`config.mk`:
```
export PLATFORM = sky130hd
export DESIGN_NAME = alu_exec_unit_flat
export DESIGN_NICKNAME = d
export VERILOG_FILES = /design/src/rtl/alu_exec_if.sv /design/src/rtl/alu_exec_unit.sv /design/src/flat_wrapper.sv
export SDC_FILE = /design/constraint.sdc
export NUM_CORES = 1
export LEC_CHECK = 0
export ABC_AREA = 1
export CORE_AREA = 3 3 131 133
export CTS_CLUSTER_SIZE = 40
export DETAILED_ROUTE_END_ITERATION = 16
export DIE_AREA = 0 0 134 136
export GPL_TIMING_DRIVEN = 1
export PLACE_DENSITY = 0.85
export SLEW_MARGIN = 10
export SYNTH_ARGS = -nofsm -noshare
export SYNTH_HDL_FRONTEND = slang
export SYNTH_SLANG_ARGS = --single-unit
export TNS_END_PERCENT = 30
```
`constraint.sdc`:
```
create_clock -name clk -period 3.19 [get_ports clk]
set_clock_uncertainty 0.15 [all_clocks]
set_input_delay 0.7975 -clock clk [delete_from_list [all_inputs] [get_ports clk]]
set_output_delay 0.7975 -clock clk [all_outputs]
set_load 0.01 [all_outputs]
```
`src/rtl/alu_exec_if.sv`:
```
// Start/busy/done execute-stage bus between the datapath controller and the ALU execute unit.
interface alu_exec_if #(
    parameter int WIDTH   = 32,
    parameter int SHAMT_W = 5
);
    logic               Start;
    logic [3:0]         ALUControl;
    logic [WIDTH-1:0]   OperandA;
    logic [WIDTH-1:0]   OperandB;
    logic [SHAMT_W-1:0] ShiftAmount;
    logic               Busy;
    logic               Done;
    logic [WIDTH-1:0]   Result;
    logic               Zero;
    logic               Overflow;

    modport master (
        output Start, ALUControl, OperandA, OperandB, ShiftAmount,
        input  Busy, Done, Result, Zero, Overflow
    );

    modport slave (
        input  Start, ALUControl, OperandA, OperandB, ShiftAmount,
        output Busy, Done, Result, Zero, Overflow
    );
endinterface

```
`src/rtl/alu_exec_unit.sv`:
```
// Multi-cycle ALU execute unit: logic/add/sub in one cycle, shifts through a
// 1-bit-per-cycle iterative shifter with start/busy/done handshake.
module alu_exec_unit #(
    parameter int WIDTH   = 32,
    parameter int SHAMT_W = 5
) (
    input  logic      clk,
    input  logic      rst_n,
    alu_exec_if.slave bus
);

    localparam logic [3:0] OP_AND = 4'b0000;
    localparam logic [3:0] OP_OR  = 4'b0001;
    localparam logic [3:0] OP_ADD = 4'b0010;
    localparam logic [3:0] OP_SLL = 4'b0011;
    localparam logic [3:0] OP_SRL = 4'b0100;
    localparam logic [3:0] OP_SRA = 4'b0101;
    localparam logic [3:0] OP_SUB = 4'b0110;

    localparam logic [SHAMT_W-1:0] SH_ZERO = {SHAMT_W{1'b0}};
    localparam logic [SHAMT_W-1:0] SH_ONE  = {{(SHAMT_W-1){1'b0}}, 1'b1};
    localparam logic [WIDTH-1:0]   W_ZERO  = {WIDTH{1'b0}};

    typedef enum logic [0:0] {
        ST_IDLE  = 1'b0,
        ST_SHIFT = 1'b1
    } state_t;

    function automatic logic is_shift(input logic [3:0] code);
        logic r;
        case (code)
            OP_SLL:  r = 1'b1;
            OP_SRL:  r = 1'b1;
            OP_SRA:  r = 1'b1;
            default: r = 1'b0;
        endcase
        return r;
    endfunction

    function automatic logic [WIDTH-1:0] shift_one(input logic [WIDTH-1:0] v,
                                                   input logic [3:0]       code);
        logic [WIDTH-1:0] r;
        case (code)
            OP_SLL:  r = {v[WIDTH-2:0], 1'b0};
            OP_SRL:  r = {1'b0, v[WIDTH-1:1]};
            OP_SRA:  r = {v[WIDTH-1], v[WIDTH-1:1]};
            default: r = v;
        endcase
        return r;
    endfunction

    state_t             state_r, state_s;
    logic [SHAMT_W-1:0] count_r, count_s;
    logic [WIDTH-1:0]   shreg_r, shreg_s;
    logic [3:0]         op_r, op_s;
    logic [WIDTH-1:0]   result_r, result_s;
    logic               zero_r, zero_s;
    logic               ovf_r, ovf_s;
    logic               done_r, done_s;
    logic               busy_r, busy_s;

    logic [WIDTH-1:0]   sum_s, diff_s, alu_res_s, shifted_s;
    logic               add_ovf_s, sub_ovf_s, alu_ovf_s;

    // Single-cycle datapath; a shift code here only ever sees shamt=0, so it returns B.
    always_comb begin
        sum_s     = bus.OperandA + bus.OperandB;
        diff_s    = bus.OperandA - bus.OperandB;
        add_ovf_s = (bus.OperandA[WIDTH-1] == bus.OperandB[WIDTH-1]) &&
                    (sum_s[WIDTH-1] != bus.OperandA[WIDTH-1]);
        sub_ovf_s = (bus.OperandA[WIDTH-1] != bus.OperandB[WIDTH-1]) &&
                    (diff_s[WIDTH-1] != bus.OperandA[WIDTH-1]);
        alu_res_s = sum_s;
        alu_ovf_s = add_ovf_s;
        case (bus.ALUControl)
            OP_AND: begin
                alu_res_s = bus.OperandA & bus.OperandB;
                alu_ovf_s = 1'b0;
            end
            OP_OR: begin
                alu_res_s = bus.OperandA | bus.OperandB;
                alu_ovf_s = 1'b0;
            end
            OP_SUB: begin
                alu_res_s = diff_s;
                alu_ovf_s = sub_ovf_s;
            end
            OP_SLL, OP_SRL, OP_SRA: begin
                alu_res_s = bus.OperandB;
                alu_ovf_s = 1'b0;
            end
            default: begin
                alu_res_s = sum_s;
                alu_ovf_s = add_ovf_s;
            end
        endcase
    end

    // Next-state and next-output logic for the IDLE/SHIFT controller.
    always_comb begin
        state_s   = state_r;
        count_s   = count_r;
        shreg_s   = shreg_r;
        op_s      = op_r;
        result_s  = result_r;
        zero_s    = zero_r;
        ovf_s     = ovf_r;
        done_s    = 1'b0;
        busy_s    = busy_r;
        shifted_s = shift_one(shreg_r, op_r);
        case (state_r)
            ST_IDLE: begin
                busy_s = 1'b0;
                if (bus.Start) begin
                    if (is_shift(bus.ALUControl) && (bus.ShiftAmount != SH_ZERO)) begin
                        shreg_s = bus.OperandB;
                        count_s = bus.ShiftAmount;
                        op_s    = bus.ALUControl;
                        state_s = ST_SHIFT;
                        busy_s  = 1'b1;
                    end else begin
                        result_s = alu_res_s;
                        zero_s   = (alu_res_s == W_ZERO);
                        ovf_s    = alu_ovf_s;
                        done_s   = 1'b1;
                    end
                end else begin
                    state_s = ST_IDLE;
                end
            end
            ST_SHIFT: begin
                shreg_s = shifted_s;
                count_s = count_r - SH_ONE;
                // The last shift lands directly in Result so Done follows the n-th shift edge.
                if (count_r == SH_ONE) begin
                    result_s = shifted_s;
                    zero_s   = (shifted_s == W_ZERO);
                    ovf_s    = 1'b0;
                    done_s   = 1'b1;
                    busy_s   = 1'b0;
                    state_s  = ST_IDLE;
                end else begin
                    busy_s = 1'b1;
                end
            end
            default: begin
                state_s = ST_IDLE;
                busy_s  = 1'b0;
            end
        endcase
    end

    // State and output registers; reset aborts any shift without a Done.
    always_ff @(posedge clk or negedge rst_n) begin
        if (!rst_n) begin
            state_r  <= ST_IDLE;
            count_r  <= SH_ZERO;
            shreg_r  <= W_ZERO;
            op_r     <= 4'b0000;
            result_r <= W_ZERO;
            zero_r   <= 1'b0;
            ovf_r    <= 1'b0;
            done_r   <= 1'b0;
            busy_r   <= 1'b0;
        end else begin
            state_r  <= state_s;
            count_r  <= count_s;
            shreg_r  <= shreg_s;
            op_r     <= op_s;
            result_r <= result_s;
            zero_r   <= zero_s;
            ovf_r    <= ovf_s;
            done_r   <= done_s;
            busy_r   <= busy_s;
        end
    end

    assign bus.Busy     = busy_r;
    assign bus.Done     = done_r;
    assign bus.Result   = result_r;
    assign bus.Zero     = zero_r;
    assign bus.Overflow = ovf_r;

endmodule
```
`src/flat_wrapper.sv`:
```
// flat-port wrapper written by rule: the top's interface ports become plain ports
module alu_exec_unit_flat 
#(
    parameter int WIDTH   = 32,
    parameter int SHAMT_W = 5
)
  (clk, rst_n, bus_Start, bus_ALUControl, bus_OperandA, bus_OperandB, bus_ShiftAmount, bus_Busy, bus_Done, bus_Result, bus_Zero, bus_Overflow);
  alu_exec_if #(.WIDTH(WIDTH), .SHAMT_W(SHAMT_W)) bus_i ();
  input  logic clk;
  input  logic rst_n;
  input wire logic [$bits(bus_i.Start)-1:0] bus_Start;
  input wire logic [$bits(bus_i.ALUControl)-1:0] bus_ALUControl;
  input wire logic [$bits(bus_i.OperandA)-1:0] bus_OperandA;
  input wire logic [$bits(bus_i.OperandB)-1:0] bus_OperandB;
  input wire logic [$bits(bus_i.ShiftAmount)-1:0] bus_ShiftAmount;
  output wire logic [$bits(bus_i.Busy)-1:0] bus_Busy;
  output wire logic [$bits(bus_i.Done)-1:0] bus_Done;
  output wire logic [$bits(bus_i.Result)-1:0] bus_Result;
  output wire logic [$bits(bus_i.Zero)-1:0] bus_Zero;
  output wire logic [$bits(bus_i.Overflow)-1:0] bus_Overflow;
  assign bus_i.Start = bus_Start;
  assign bus_i.ALUControl = bus_ALUControl;
  assign bus_i.OperandA = bus_OperandA;
  assign bus_i.OperandB = bus_OperandB;
  assign bus_i.ShiftAmount = bus_ShiftAmount;
  assign bus_Busy = bus_i.Busy;
  assign bus_Done = bus_i.Done;
  assign bus_Result = bus_i.Result;
  assign bus_Zero = bus_i.Zero;
  assign bus_Overflow = bus_i.Overflow;
  alu_exec_unit #(.WIDTH(WIDTH), .SHAMT_W(SHAMT_W)) u_core (.clk(clk), .rst_n(rst_n), .bus(bus_i));
endmodule
```
==> results of run 1 <==
-- metrics by stage --
step	setup TNS [ns]	std cells	hold slack, ns
floorplan	0	1692	0.325
detailed placement	-10.94	2266	0.324
global placement	-8.71	2266	0.323
-- synth_stat cells (19+ instances only) --
| cell | instances |
|---|---|
| ha_1 | 97 |
| inv_1 | 280 |
| o221ai_1 | 49 |
| buf_2 | 20 |
| o21ai_0 | 24 |
| buf_4 | 19 |
| nand3_1 | 165 |
| dfrtp_1 | 77 |
| nor2_1 | 168 |
| o211ai_1 | 21 |
| a21oi_1 | 79 |
| nand2_1 | 451 |
| clkbuf_1 | 20 |
| o22ai_1 | 38 |
| nand4_1 | 24 |
-- logic make-up after synthesis --
group | Yosys count | share of synthesized area (%)
AND/OR/NAND/NOR | 883 | 37.0
buffers and inverters | 363 | 14.7
AO/OA/AOI/OAI | 268 | 17.3
flip-flops | 77 | 18.7
adder cells (fa/ha/maj) | 99 | 12.2
XOR/XNOR | 2 | 0.170
==> metrics.md, run 1 <==
| Metric | Value |
|---|---|
| Number of levels the H-tree was split into | `3` |
| Clock sinks | `77` |
| Placed Area | `0.0137 mm^2` |
| Die H | `136 um` |
| Starting density of the core | `64.7%` |
| Floorplan die width | `134 um` |
| Port Buf Inserts | `111` |
| Number of distinct library cells after synthesis | `51` |
| Maximum clock insertion buffer count | `2` |
| Share of flip-flops with an asynchronous set or reset | `100%` |
| Top cell type's share of synthesized area | `18.7%` |
| EDFF count, synth | `0` |
| CTS buffer count | `9` |
| Hold-fix buffers, CTS | `0` |
| Yosys synthesis warning count | `0` |
| Syn avg cell area | `6.09 um^2` |
| Placer's final routability congestion estimate | `1.16` |
| Cell count after synthesis | `1692` |
| DP Worst Slack | `-0.722 ns` |
| Setup fix buffers added after clock tree synthesis | `38` |
| Clock tree root driver cell | `clkbuf_16` |
| Most used flip-flop cell after synthesis | `dfrtp_1` |
| Tool error message | `[ERROR DPL-0033] detailed placement checks failed during check placement.` |
| Top Ports | `112` |
| Synth Register Bits | `77` |
| Stopped at | `clock tree synthesis` |
| Number of core rows | `46` |
| Syn Nets | `1867` |
| DP HPWL | `34.5 mm` |
| Mapped cell area | `0.0103 mm^2` |
| Leading post-synthesis cells by cell area | `dfrtp_1 (19%), nand2_1 (16%), ha_1 (12%)` |
| Outcome | `did not finish` |
| Cells resized by post-CTS repair | `288` |
| Part of the Yosys area used for sequential elements | `18.7%` |
| Leading area contributor after synthesis | `dfrtp_1` |
==> run 2: changes to the inputs <==
Settings changed: CORE_AREA 3 3 131 133 to 3 3 165 167, CTS_CLUSTER_SIZE 40 to not set, DIE_AREA 0 0 134 136 to 0 0 168 170, PLACE_DENSITY 0.85 to not set, PLACE_DENSITY_LB_ADDON set to 0.15.
==> run 2 against run 1 <==
- the flow now finishes without violations
- synthesized area did not move
- synthesized cell count did not move
==> metrics.md, run 2 <==
| Metric | Value |
|---|---|
| Most used standard cell by instance count after synthesis | `nand2_1` |
| Placer's final routability congestion estimate | `1.05` |
| Minimum hold slack | `0.343 ns` |
| Outcome | `finished, final reports clean` |
| Maximum clock insertion buffer count | `2` |
| Most used flip-flop cell after synthesis | `dfrtp_1` |
| Top Ports | `112` |
| CP bufs+invs | `3` |
| Cell count after synthesis | `1692` |
| Violation count after the first detailed-routing iteration | `1173` |
| Total wirelength of the detailed-routed design | `47.5 mm` |
| Sort of element at the start of the critical path | `input pin` |
| Xor/xnor cell area share of the yosys netlist | `0.170%` |
| WP data arrival | `3.25 ns` |
| Max stage delay cell, worst path | `clkdlybuf4s50_1` |
| Post-route design area | `0.0165 mm^2` |
| Number of gates on the worst path with buffers counted | `15` |
| Post-synthesis compound-gate area fraction | `17.3%` |
| Die H | `170 um` |
| Maximum number of pins on one net before global-route repair | `51` |
| DRT Pass-1 Iters | `7` |
| CTS buffer count | `9` |
| Overall power | `7.78 mW` |
| Clock tree root driver cell | `clkbuf_16` |
| Routed length per placed instance | `19.0 um` |
| Floorplan die width | `168 um` |
| Starting density of the core | `39.8%` |
| Clock insertion delay at the later pin of the skew report | `0.34 ns` |
| Setup Crit Path Kind | `in -> reg` |
| Post-DRT Antenna Nets | `0` |
| Number of vias per cell after detailed routing | `5.28` |
| Minimum setup slack in the final design | `0.0660 ns` |
| Adder and majority gate portion of the synthesized area | `12.2%` |
| Syn avg cell area | `6.09 um^2` |
| Leading cell type in the layout, fill and taps excluded | `buf_4` |
| Number of global-route vias before repair | `12761` |
| Final number of setup-violating endpoints | `0` |
| Reg2Reg Depth | `11` |
| Relative slew margins | `56.2%` |
| Internal power | `4.28 mW` |
| Area of the core region | `0.0259 mm^2` |
| Power share of the sequential group | `22.0%` |
| Switching share of power | `45.0%` |
| Combinational share of power | `63.9%` |
| Share of flip-flops with an asynchronous set or reset | `100%` |
| Number of max-cap violations | `0` |
| Leak Pwr | `8.48 nW` |
| CTS tree | `done` |
| Leading area contributor after synthesis | `dfrtp_1` |
| Combinational family with the most area after synthesis | `simple AND/OR/NAND/NOR gates` |
| Worst Path Required | `3.31 ns` |
| Synth top cells by count | `nand2_1 (451), inv_1 (280), nor2_1 (168)` |
| CP Max Fanout | `8` |
| Power density over cell area | `471 mW/mm^2` |
| Clock sinks | `77` |
| Commonest cells after routing, fill and taps aside | `buf_4 (395), nand2_1 (374), inv_1 (224)` |
| Number of core rows | `59` |
| Final Max Tran Viols | `0` |
| Synth Register Bits | `77` |
| Part of the power in the clock network | `14.1%` |
| Part of the cycle the worst path needs | `97.9%` |
| Number of antenna violations at the first check in global routing | `0` |
| Min Clock Period, post-route | `3.12 ns` |
| Syn Nets | `1867` |
| Measured slew at the worst slew-check pin | `0.657 ns` |
| Maximum single-stage delay on the critical path | `0.53 ns` |
| Share of cells above drive strength 1 | `38.7%` |
| Hold-fix buffers, CTS | `0` |
| Clock slew at reported path FFs | `0.06 ns` |
| # nets final | `2331` |
| Fin Setup TNS | `0 ns` |
| Number of distinct library cells after synthesis | `51` |
| Final Hold Fails | `0` |
| Max rail drop VDD | `0.596 mV` |
| Final non-filler cell total | `2496` |
| Sort of element at the end of the critical path | `flop` |
| Share of synthesized area spent on multiplexers | `0%` |
| Part of the Yosys area used for sequential elements | `18.7%` |
| Kind of cell with the highest combined delay on the critical path | `simple AND/OR/NAND/NOR gates` |
| Vias post-DR | `13179` |
| FMAX | `320 MHz` |
| GR Util All Layers | `31.9%` |
| Yosys synthesis warning count | `0` |
| DP HPWL | `38.6 mm` |
| Wire length of the first global-routing pass | `71.3 mm` |
| Port Buf Inserts | `111` |
| Leading post-synthesis cells by cell area | `dfrtp_1 (19%), nand2_1 (16%), ha_1 (12%)` |
| Overflow left after global routing | `0` |
| EDFF count, synth | `0` |
| Die footprint | `0.0286 mm^2` |
| Class of the tightest hold or removal check | `in -> async` |
| Simple-Gate Fraction of Synth Area | `37.0%` |
| Post-Place Cells | `2431` |
| Placed Area | `0.0143 mm^2` |
| Top cell type's share of synthesized area | `18.7%` |
| Sequence of cells on the critical path | `clkdlybuf4s50_1 > inv_1 > ha_2 > inv_1 > a31oi_1 > nand2_1 > a21oi_4 > nand2_2 > nand2_2 > nand3_2 > nor2_2 > nand3_2 > nor2_1 > nand3_1 > a21oi_2` |
| Sw power | `3.50 mW` |
| Post-detailed-route DRC marker count | `0` |
| Mapped cell area | `0.0103 mm^2` |
| Number of filler instances in the final layout | `2459` |
| DP Worst Slack | `-0.867 ns` |
| Area Growth Syn to Fin | `60.3%` |
| Antenna cells | `0` |
| Final core utilization | `63.8%` |
| Number of levels the H-tree was split into | `3` |
[run 2: area by class of cell]
class / instances / area, um^2 / area share (%)
flip-flops and latches: 77 / 1930 / 11.7
clock buffers: 10 / 229 / 1.39
multi-input cells: 1252 / 8430 / 51.0
clock inverters: 6 / 87.6 / 0.530
well taps: 335 / 419 / 2.54
repair buffers: 520 / 4310 / 26.1
inverters: 296 / 1120 / 6.79
[run 2: path summary, 6_finish.rpt]
| path | endpoint | start | slack (ns) |
|---|---|---|---|
| worst min-delay path | u_core.shreg_r[23]$_DFFE_PN0P_ | rst_n | 0.34 |
| worst max-delay path | u_core.bus.Zero$_DFFE_PN0P_ | bus_OperandB[29] | 0.07 |
| max in group asynchronous | u_core.shreg_r[6]$_DFFE_PN0P_ | rst_n | 1.94 |
| worst max register to register | u_core.bus.Zero$_DFFE_PN0P_ | u_core.op_r[3]$_DFFE_PN0P_ | 0.71 |
| worst min register to register | u_core.bus.Result[2]$_DFFE_PN0P_ | u_core.bus.Result[2]$_DFFE_PN0P_ | 0.35 |
| min in group clk | u_core.bus.Result[2]$_DFFE_PN0P_ | u_core.bus.Result[2]$_DFFE_PN0P_ | 0.35 |
[run 2: per-layer routing]
metal  up-vias  global-route usage [%]  wire length, um  part of all wire (%)
li1       6470                       -                -                     -
met5         -                       0                0                     0
met2       492                    56.1            23000                    48
met1      6124                    40.7            19900                    42
met3        93                    2.60             2420                   5.1
met4         0                    12.6             2230                   4.7
[run 2: cell families after synthesis]
kind of cell | count (synthesis)
AND/OR/NAND/NOR | 883
buffers and inverters | 363
AO/OA/AOI/OAI | 268
adder cells (fa/ha/maj) | 99
flip-flops | 77
XOR/XNOR | 2
[run 2: what timing repair did]
action,CTS,global route
setup buffers,30,19
resized for setup,277,234
cloned,0,0
pin swaps,75,89
endpoints found under the setup margin,20,16
[run 2: worst reg2reg max path: cells and delay by family (launching register included)]
kind	cells	cell delay [ns]
AND/OR/NAND/NOR	8	1.15
AO/OA/AOI/OAI	2	0.50
flip-flops	1	0.40
buffers and inverters	1	0.23
[run 2: power groups by stage]
stage | clock (mW) | combinational [mW] | sequential [mW]
floorplan | 0 | 2.39 | 1.74
global placement | 0 | 4.41 | 1.71
CTS | 1.11 | 4.74 | 1.70
detailed placement | 0 | 4.44 | 1.71
global route | 1.15 | 5.42 | 1.76
finish | 1.10 | 4.98 | 1.71
No activity file was read; power rests on OpenSTA's default activity.
